==> src/rtl/tic_tac_toe_pkg.sv <==
// Shared types and constants for the tic-tac-toe controller.
package tic_tac_toe_pkg;

    localparam int unsigned NUM_CELLS = 9;
    localparam int unsigned NUM_LINES = 8;
    localparam int unsigned IDX_W     = 4;

    typedef enum logic [1:0] {
        EMPTY = 2'd0,
        P1    = 2'd1,
        P2    = 2'd2
    } cell_t;

    typedef cell_t [NUM_CELLS-1:0] board_t;

    // Cell indices of each winning line, row-major with a=0 .. i=8
    localparam logic [IDX_W-1:0] WIN_LINES [NUM_LINES][3] = '{
        '{4'd0, 4'd1, 4'd2},
        '{4'd3, 4'd4, 4'd5},
        '{4'd6, 4'd7, 4'd8},
        '{4'd0, 4'd3, 4'd6},
        '{4'd1, 4'd4, 4'd7},
        '{4'd2, 4'd5, 4'd8},
        '{4'd0, 4'd4, 4'd8},
        '{4'd2, 4'd4, 4'd6}
    };

endpackage

==> src/rtl/ttt_win_check.sv <==
// Combinational win and full-grid detection over the board registers.
module ttt_win_check
    import tic_tac_toe_pkg::*;
(
    input  board_t i_board,
    output logic   o_p1_win,
    output logic   o_p2_win,
    output logic   o_grid_full
);

    always_comb begin
        o_p1_win    = 1'b0;
        o_p2_win    = 1'b0;
        o_grid_full = 1'b1;
        for (int unsigned l = 0; l < NUM_LINES; l++) begin
            if (i_board[WIN_LINES[3'(l)][0]] == P1 &&
                i_board[WIN_LINES[3'(l)][1]] == P1 &&
                i_board[WIN_LINES[3'(l)][2]] == P1)
                o_p1_win = 1'b1;
            if (i_board[WIN_LINES[3'(l)][0]] == P2 &&
                i_board[WIN_LINES[3'(l)][1]] == P2 &&
                i_board[WIN_LINES[3'(l)][2]] == P2)
                o_p2_win = 1'b1;
        end
        for (int unsigned c = 0; c < NUM_CELLS; c++) begin
            if (i_board[4'(c)] == EMPTY)
                o_grid_full = 1'b0;
        end
    end

endmodule

==> src/rtl/tic_tac_toe_game.sv <==
// Two-player tic-tac-toe controller: press detection, board/turn state,
// blink counter and LED/status decode.
module tic_tac_toe_game
    import tic_tac_toe_pkg::*;
#(
    parameter int unsigned BLINK_W = 4
) (
    input  logic clk,
    input  logic rst_n,
    input  logic a_button,
    input  logic b_button,
    input  logic c_button,
    input  logic d_button,
    input  logic e_button,
    input  logic f_button,
    input  logic g_button,
    input  logic h_button,
    input  logic i_button,
    output logic p1_turn,
    output logic p2_turn,
    output logic p1_win,
    output logic p2_win,
    output logic grid_full,
    output logic a_led,
    output logic b_led,
    output logic c_led,
    output logic d_led,
    output logic e_led,
    output logic f_led,
    output logic g_led,
    output logic h_led,
    output logic i_led
);

    board_t                 r_board;
    logic                   r_turn_p2;
    logic [NUM_CELLS-1:0]   r_btn_q;
    logic [BLINK_W-1:0]     r_blink_cnt;

    logic [NUM_CELLS-1:0]   w_btn;
    logic [NUM_CELLS-1:0]   w_press;
    logic [NUM_CELLS-1:0]   w_empty;
    logic [NUM_CELLS-1:0]   w_led;
    logic                   w_one_hot;
    logic                   w_active;
    logic                   w_valid;
    logic                   w_p1_win;
    logic                   w_p2_win;
    logic                   w_grid_full;

    assign w_btn = {i_button, h_button, g_button, f_button, e_button,
                    d_button, c_button, b_button, a_button};

    assign w_press   = w_btn & ~r_btn_q;
    // Exactly one press: nonzero and clearing the lowest set bit leaves nothing
    assign w_one_hot = (w_press != '0) &&
                       ((w_press & (w_press - NUM_CELLS'(1))) == '0);
    assign w_active  = ~w_p1_win & ~w_p2_win & ~w_grid_full;
    assign w_valid   = w_active & w_one_hot & ((w_press & w_empty) != '0);

    always_comb begin
        w_empty = '0;
        w_led   = '0;
        for (int unsigned c = 0; c < NUM_CELLS; c++) begin
            w_empty[4'(c)] = (r_board[4'(c)] == EMPTY);
            w_led[4'(c)]   = (r_board[4'(c)] == P1) ||
                             ((r_board[4'(c)] == P2) && r_blink_cnt[BLINK_W-1]);
        end
    end

    always_ff @(posedge clk) begin
        r_btn_q <= w_btn;
        if (!rst_n) begin
            for (int unsigned c = 0; c < NUM_CELLS; c++)
                r_board[4'(c)] <= EMPTY;
            r_turn_p2   <= 1'b0;
            r_blink_cnt <= '0;
        end else begin
            r_blink_cnt <= r_blink_cnt + BLINK_W'(1);
            if (w_valid) begin
                for (int unsigned c = 0; c < NUM_CELLS; c++) begin
                    if (w_press[4'(c)])
                        r_board[4'(c)] <= r_turn_p2 ? P2 : P1;
                end
                r_turn_p2 <= ~r_turn_p2;
            end
        end
    end

    ttt_win_check u_win_check (
        .i_board     (r_board),
        .o_p1_win    (w_p1_win),
        .o_p2_win    (w_p2_win),
        .o_grid_full (w_grid_full)
    );

    assign p1_win    = w_p1_win;
    assign p2_win    = w_p2_win;
    assign grid_full = w_grid_full;
    assign p1_turn   = w_active & ~r_turn_p2;
    assign p2_turn   = w_active &  r_turn_p2;

    assign {i_led, h_led, g_led, f_led, e_led, d_led, c_led, b_led, a_led} = w_led;

endmodule

==> config.mk <==
export PLATFORM = sky130hd
export DESIGN_NAME = tic_tac_toe_game
export DESIGN_NICKNAME = d
export VERILOG_FILES = /design/src/rtl/tic_tac_toe_pkg.sv /design/src/rtl/ttt_win_check.sv /design/src/rtl/tic_tac_toe_game.sv
export SDC_FILE = /design/constraint.sdc
export NUM_CORES = 1
export LEC_CHECK = 0
export ABC_AREA = 0
export CORE_ASPECT_RATIO = 0.8
export CORE_MARGIN = 5
export CORE_UTILIZATION = 48
export DETAILED_ROUTE_END_ITERATION = 8
export PLACE_DENSITY_LB_ADDON = 0.12
export SLEW_MARGIN = 20
export SYNTH_ARGS = -nofsm -noshare
export SYNTH_HDL_FRONTEND = slang
export SYNTH_HIERARCHICAL = 1
export SYNTH_SLANG_ARGS = --single-unit
==> constraint.sdc <==
create_clock -name clk -period 2.07 [get_ports clk]
set_input_delay 0.207 -clock clk [delete_from_list [all_inputs] [get_ports clk]]
set_output_delay 0.207 -clock clk [all_outputs]
set_load 0.01 [all_outputs]
# == Word level (Yosys, flattened, before mapping) ==
# Index checks and enable logic that the tools add are counted.
# totals
wordCells,144
input_bits,11
reg_bits,32
output_inout_bits,14
# classes
reduce_logical,72
add_sub_neg,2
bitwise_logic,14
n_eq_ne,18
muxes,26
# op_table
cell,n
logical AND 1 bit,42
bitwise AND 9 bit,3
two-way mux 1 bit,25
"equality test 2 x 1 -> 1 bit, second input constant",9
"equality test 2 bit, second input constant",9
zero test 2 bit,9
AND reduction 2 bit,9
nonzero test 9 bit,2
zero test 9 bit,1
logical OR 1 bit,9
NOT 9 bit,1
"subtractor 9 x 1 -> 9 bit, second input constant",1
bitwise AND 1 bit,6
"adder 4 x 1 -> 4 bit, second input constant",1
NOT 1 bit,4
two-way mux 2 bit,1

# == Longest topological paths before layout ==
# Gate-level depths: netlist of run 1.
# depth
depth_word,17
ltp_mapped,10
mapped_depth_nobuf,9

# == Modules after synthesis ==
# Netlist of run 1, hierarchy kept.
# by_module_without_submodules
mod,seq_area_each_um2,area_per_inst_um2,cells_each,n_inst
tic_tac_toe_game,640.6,1403.8,146,1
ttt_win_check,0.0,329.1,41,1

# == Least setup slack after synthesis of run 1 ==
# OpenSTA, ideal clock, no wires.
# synth_timing
kind,register -> register
startpoint,reg r_board[9] (netlist bit)
endpoint,reg r_board[13] (netlist bit)
path_stages_with_launch,10
period_less_slack_ns,2.404
n_path_buf,0
arrival_time_ns,2.319
setup_slack_ns,-0.334
path_cell_list,dfxtp_1 -> and4bb_2 -> o21ai_0 -> nand4_1 -> nor3_1 -> nand3_1 -> o21ai_1 -> o31ai_1 -> or4_4 -> o31ai_2
# synth_via
elab_chain_len,16
word_cells_on_any_way,48
classes_between,eq/ne: 2; mux: 19; bitwise: 8; reduce/logical: 19
# synth_rtl
item,line_no,text
"start, declared",tic_tac_toe_game.sv:35,board_t r_board;
"start signal, assigned by index",tic_tac_toe_game.sv:83,r_board[4'(c)] <= r_turn_p2 ? P2 : P1;
equality test 2 x 1 -> 1 bit *,ttt_win_check.sv:17,i_board[WIN_LINES[3'(l)][1]] == P1 &&
logical AND 1 bit,ttt_win_check.sv:16,if (i_board[WIN_LINES[3'(l)][0]] == P1 &&
logical AND 1 bit,ttt_win_check.sv:17,
two-way mux 1 bit (6 in series),ttt_win_check.sv:16,
two-way mux 1 bit *,ttt_win_check.sv:16,
net p1_win,tic_tac_toe_game.sv:21,"output logic p1_win,"
NOT 1 bit *,tic_tac_toe_game.sv:58,assign w_active = ~w_p1_win & ~w_p2_win & ~w_grid_full;
bitwise AND 1 bit * (2 in series),tic_tac_toe_game.sv:58,
bitwise AND 1 bit * (2 in series),tic_tac_toe_game.sv:59,assign w_valid = w_active & w_one_hot & ((w_press & w_empty) != '0);
AND reduction 2 bit (no source line) *,--,
# Mark *: on every way through the listed nets, which the timed path passes. The rest lies on a longest branch.
# A chain may end at the register's enable or synchronous reset.

# == Final worst setup path of run 1 ==
# layout_timing
startpoint,reg r_board[12] (netlist bit)
endpoint,reg r_board[13] (netlist bit)
# layout_via
elab_chain_len,15
word_cells_on_any_way,36
classes_between,eq/ne: 2; mux: 15; bitwise: 8; reduce/logical: 11
# layout_rtl
item,line_no
equality test 2 x 1 -> 1 bit / equality test 2 bit (equally long branches),--
"logical AND 1 bit, on equally long branches","ttt_win_check.sv:16, ttt_win_check.sv:20"
"logical AND 1 bit, on equally long branches","ttt_win_check.sv:17, ttt_win_check.sv:21"
"two-way mux 1 bit, on equally long branches (6 in series)","ttt_win_check.sv:16, ttt_win_check.sv:20"
NOT 1 bit,tic_tac_toe_game.sv:58
bitwise AND 1 bit (2 in series),tic_tac_toe_game.sv:58
bitwise AND 1 bit,tic_tac_toe_game.sv:59
bitwise AND 1 bit *,tic_tac_toe_game.sv:59
AND reduction 2 bit (no source line) *,--
# Every way passes the cells marked *; elsewhere a longest branch is shown, timed or not.

==> results.toml, run 1 <==
[drt]
ant_nets = 0
vias = 1847
drc = 0
via_per_inst = 6.096
drt_wl_total_um = 5591
routedWlPerCell_um = 18.45
firstDrtPassIters = 5
drtIter0Drc = 126

[global_routing]
antenna_found_initial = 0
gr-total-overflow = 0
grt_pass1_vias = 1809
grt_max_degree = 17
grt_pass1_wl_um = 8997
grt_usage = 0.2295

[layout]
nets = 272
num_antenna_cells = 0
syn2layout_area_growth_pct = 51.48
design_area_um2 = 2625
drive_above_1_share = 0.3793

[logic_synthesis]
syn_inst = 187
ys_ff_latch = 32
ys_types = 40
synth_area_per_cell_um2 = 9.267
synthesis.nets = 199
synth_top_area_frac = 0.3697
seq_area_frac_synth = 0.3697
ys_warn_count = 6
synthTopCellsByArea = "dfxtp_1 37%, a32o_1 6.9%, nor4bb_1 5.8%"
yosysTopAreaCell = "dfxtp_1"
syn_area_um2 = 1733

[sta]
finalWorstSetupSlack_ns = -0.4313
fmax_ghz = 0.3998
finalCritPeriodShare = 1.208
final.min_clock_period_ns = 2.501
hold_viol = 0
finalSetupTns_ns = -7.432
finalSetupViolCount = 22
rsz0062_at_grt = "true"
worst_slew_pin_slew_ns = 0.5842
slew_viol_final = 0
clock_skew_ns = 0.003348
whs_ns = 0.3852
max_slew_margin = 0.6044

[clocking]
cts_buffer_depth = 2
cts-root-buf = "clkbuf_8"
cts_tree = "done"
cts_buffers = 5
clkSinkCount = 32
clkLatencyLatePin_ns = 0.29
cts.clk_slew.worst_paths_ns = 0.07
cts.htree.levels = 2

[worst_setup_path]
arrival_ns = 2.70
critPathCaptureType = "register"
worstPathMaxFanout = 7
crit_required_ns = 2.27
critical_path_class = "register to register"
critPathLaunchType = "register"

[status]
outcome = "finished, violations left"
violations = "negative setup slack"

[floorplan]
coreArea_um2 = 3447
num_rows = 19
boundaryPins = 25
die_h_um = 63.74
dieArea_um2 = 4919
initial_core_util = 0.5027
die_w_um = 77.18

[power_and_ir_drop]
total_power_uw = 1589
power.density_nw_per_um2 = 605.4
p_leak_uw = 0.001046
ir_drop_v = 0.0004803

[place]
post-place-ws_ns = -0.4154
place_area_um2 = 2389
dpl.hpwl_um = 4035
io_buffer_count = 24
gp_congestion = 0.9139

[job]
cap_viol_max_count = 0

[worst_hold_path]
hold_class = "input port to register"
where the power goes:
| group | internal, µW | switching (µW) |
|---|---|---|
| Clock | 376 | 238 |
| Combinational | 159 | 146 |
| Sequential | 639 | 32.1 |
| Total | 1170 | 416 |
worst paths after layout:
path	from	endpoint	slack [ns]	depth (start not counted)
min	g_button	r_btn_q[6]$_DFF_P_	0.39	1
max	r_board[12]$_SDFFE_PN0P_	r_board[13]$_SDFFE_PN0P_	-0.43	9
min reg2reg	r_blink_cnt[0]$_SDFF_PN0_	r_blink_cnt[0]$_SDFF_PN0_	0.46	1
max reg2reg	r_board[12]$_SDFFE_PN0P_	r_board[13]$_SDFFE_PN0P_	-0.43	9
registers in the layout, indices dropped and copies added (netlist names):
register / count
r_blink_cnt: 4
r_turn_p2: 1
r_board: 18
r_btn_q: 9
what timing repair did:
item                       4_1_cts  5_1_grt
setup buffers                    1        2
setup endpoints to repair       24       24
pin swaps                        7        9
gates resized for setup         18       22
hold buffers                     0        0
cell usage in the layout, fill, tap and decap left out, drive strengths merged, types with 2 or more instances in the layout:
cell / count
nand3: 11
nor3: 5
inv: 10
or4: 2
nor2: 7
xnor2: 2
a22oi: 4
o22ai: 4
and2: 5
buf: 49
nand2b: 5
and4bb: 6
nand4: 2
a32o: 12
a22o: 4
or3: 2
nor2b: 15
clkbuf: 10
o21ai: 18
nand2: 10
clkdlybuf4s50: 21
nor4bb: 10
o31ai: 4
dfxtp: 32
worst max-delay path, stage by stage (launching register included):
cell      delay [ns]
dfxtp_2         0.41
and4bb_2        0.27
o21ai_1         0.19
nand4_1         0.19
nor3_4          0.25
nand3_2         0.12
o21ai_4         0.17
o31ai_4         0.11
or4_4           0.46
o31ai_2         0.24
through the flow:
step           utilization  cells
2_1_floorplan            -    187
3_3_place_gp        0.6929    293
3_5_place_dp        0.6929    293
4_1_cts             0.7416    301
5_1_grt             0.7615    303
6_report            0.7615    303
final cells by class:
class / instances / area, µm²
repair buffers: 72 / 604.3
clock buffers: 8 / 121.4
well taps: 42 / 52.55
multi-input cells: 139 / 1136
flip-flops and latches: 32 / 673.1
inverters: 10 / 37.54
fillers: 249 / 822.0
logic make-up (layout without fill, tap and decap cells):
group,count (synthesis),after routing,synth area share
and+or+nand+nor,84,84,0.3459
xor gates and xnor gates,3,3,0.01517
buffers and inverters,16,90,0.03899
DFF,32,32,0.3697
adders and majority gates,2,2,0.01300
muxes,1,1,0.006498
AOI/OAI and AO/OA,49,49,0.2108
routing by layer:
metal,GRT usage,vias to the layer above,share of wire
li1,-,859,-
met1,0.3000,888,0.44
met2,0.3519,83,0.47
met3,0.05478,17,0.062
met4,0.1202,0,0.025
met5,0,-,0
Yosys cell counts (all sizes together):
master   instances
xor2             1
ha               1
nor4b            1
nand4            2
nor2b           15
a22o             4
and2b            1
a32o            12
or3              2
dfxtp           32
a2111oi          1
inv             10
o211ai           1
nand2           10
and2             5
o31ai            4
nor3             5
nor4bb          10
and4bb           6
buf              3
mux2             1
a22oi            4
nor3b            1
clkbuf           3
o21ai           18
o311ai           1
o22ai            4
maj3             1
nand3           11
or4              2
xnor2            2
nor4             1
nor2             7
nand2b           5
No activity file was read; power rests on OpenSTA's default activity.
==> run 2: changes to the inputs <==
- CORE_MARGIN: 5 -> default
- GPL_TIMING_DRIVEN: default -> 0
==> run 2 against run 1 <==
- the flow still finishes with violations (negative setup slack)
- worst hold slack gained 0.013 ns
- power shrank 12%
- register-to-register slack gained 0.06 ns
- critical path depth grew 1
- maximum frequency grew 2.5%
- sequential share of layout area grew 2.4 points
- first-iteration DRC count grew 79%
- sequential power shrank 0.6%
==> results.toml, run 2 (synthesized netlist as in run 1, its figures left out) <==
[global_routing]
antenna_found_initial = 0
gr-total-overflow = 0
grt_pass1_vias = 1566
grt_usage = 0.2561
grt_pass1_wl_um = 7879
grt_max_degree = 12

[floorplan]
coreArea_um2 = 3447
die_h_um = 55.74
initial_core_util = 0.5027
die_w_um = 69.18
boundaryPins = 25
num_rows = 19
dieArea_um2 = 3856

[drt]
firstDrtPassIters = 4
drt_wl_total_um = 5024
via_per_inst = 6.240
drtIter0Drc = 226
routedWlPerCell_um = 17.75
drc = 0
ant_nets = 0
vias = 1766

[worst_setup_path]
crit_path_start = "r_board[1]$_SDFFE_PN0P_"
critical_path_class = "register to register"
crit_end = "r_board[12]$_SDFFE_PN0P_"
critPathLaunchType = "register"
crit_required_ns = 2.26
r2r-end = "r_board[12]$_SDFFE_PN0P_"
worstPathMaxFanout = 7
reg2reg_depth = 10
arrival_ns = 2.63
critPathCaptureType = "register"
reg2reg_from = "r_board[1]$_SDFFE_PN0P_"
r2r_setup_slack_ns = -0.37

[power_and_ir_drop]
combPwrFrac = 0.198
ir_drop_v = 0.0004419
p_leak_uw = 0.0009228
total_power_uw = 1394
power.density_nw_per_um2 = 569.3
switching_share = 0.2789
seqPwrFrac = 0.478
power_switching_uw = 388.8
p_int_uw = 1005
clkPwrFrac = 0.324

[layout]
final_common_cell = "clkdlybuf4s50_1"
regMostFlops = "r_board"
n_fill_cell = 252
final_cell_mix = "21 x clkdlybuf4s50_1, 19 x buf_4, 15 x dfxtp_1"
largest_register_ffs = 18
num_antenna_cells = 0
final_util = 0.7103
drive_above_1_share = 0.3154
reg_top3 = "r_board: 18 flops, r_btn_q: 9 flops, r_blink_cnt: 4 flops"
syn2layout_area_growth_pct = 41.30
nets = 252

[place]
io_buffer_count = 24
dpl.hpwl_um = 3185
gp_congestion = 0.8607
post-place-ws_ns = -0.4897

[sta]
fmax_ghz = 0.4098
finalWorstSetupSlack_ns = -0.3703
whs_ns = 0.3981
hold_viol = 0
slew_viol_final = 0
finalSetupViolCount = 23
finalCritPeriodShare = 1.179
final.min_clock_period_ns = 2.440
rsz0062_at_grt = "true"
worst_slew_pin_slew_ns = 0.5947
clock_skew_ns = 0.006048
max_slew_margin = 0.6027

[clocking]
cts_buffers = 5
cts_buffer_depth = 2
postCtsHoldBufs = 0
cts.clk_slew.worst_paths_ns = 0.07
clkLatencyLatePin_ns = 0.28
cts.htree.levels = 2
clkSinkCount = 32
cts-root-buf = "clkbuf_8"
cts_tree = "done"

[status]
outcome = "finished, violations left"
violations = "negative setup slack"

[worst_hold_path]
hold_class = "input port to register"

[job]
cap_viol_max_count = 0
==> run 2: changes by cell type in the layout (fill, tap and decap cells not counted), sizes merged <==
cell,before,now
dlymetal6s2s,0,1
clkinv,0,1
buf,49,27
clkdlybuf4s15,0,1
clkbuf,10,9
==> run 2: final cells by class <==
type,instances,area [µm²],share of cell area
Buffer,5,26.28,0.01073
Clock buffer,7,76.32,0.03117
Clock inverter,1,3.754,0.001533
Inverter,10,37.54,0.01533
Multi-Input combinational cell,139,1139,0.4650
Sequential cell,32,686.9,0.2805
Tap cell,42,52.55,0.02146
Timing Repair Buffer,47,426.7,0.1742
==> run 2: power groups by stage <==
| stage | registers [µW] | logic [µW] | clock network, µW |
|---|---|---|---|
| floorplan | 675 | 147 | 0 |
| global placement | 685 | 215 | 0 |
| detailed placement | 686 | 224 | 0 |
| CTS | 664 | 244 | 456 |
| global route | 671 | 292 | 494 |
| finish | 667 | 276 | 452 |
==> run 2: critical path, stage by stage, from the launching register on <==
cell and delay, ns:
dfxtp_4 0.37, buf_6 0.12, and4bb_2 0.22, a22oi_1 0.15, nand4_1 0.20, nor3_4 0.24, nand3_2 0.09, o21ai_2 0.17
o31ai_4 0.12, or4_4 0.47, o31ai_4 0.22
==> run 2: worst min-delay path by stage <==
stage | from | endpoint | cells past startpoint
2_1_floorplan | a_button | r_btn_q[0]$_DFF_P_ | 0
3_3_place_gp | r_blink_cnt[0]$_SDFF_PN0_ | r_blink_cnt[0]$_SDFF_PN0_ | 1
3_5_place_dp | r_blink_cnt[0]$_SDFF_PN0_ | r_blink_cnt[0]$_SDFF_PN0_ | 1
4_1_cts | a_button | r_btn_q[0]$_DFF_P_ | 1
5_1_grt | a_button | r_btn_q[0]$_DFF_P_ | 1
6_report | h_button | r_btn_q[7]$_DFF_P_ | 1
==> run 2: stage by stage <==
stage / cell area [µm²] / setup TNS, ns / instances
finish: 2449 / -6.639 / 283
global route: 2449 / -8.521 / 283
CTS: 2280 / -5.097 / 271
detailed placement: 2073 / -7.407 / 253
global placement: 2073 / -6.375 / 253
floorplan: 1780 / -0.8116 / 187
==> run 2: layer usage <==
layer | vias to the layer above | track usage | wire length [µm]
li1 | 819 | - | -
met1 | 846 | 0.3558 | 2273
met2 | 91 | 0.4092 | 2284
met3 | 10 | 0.05616 | 419
met4 | 0 | 0.05539 | 46
met5 | - | 0 | 0
==> run 2: timing repair <==
action,in CTS,in global routing
pin swaps,6,12
endpoints found under the setup margin,24,31
buffers inserted,10,14
resized for setup,28,20
cloned,0,1
==> run 3: changes to the inputs <==
- HOLD_SLACK_MARGIN: default -> 0.1
==> results of run 3 <==
Same layout as run 2: the final DEF is identical, and so are final timing and power.
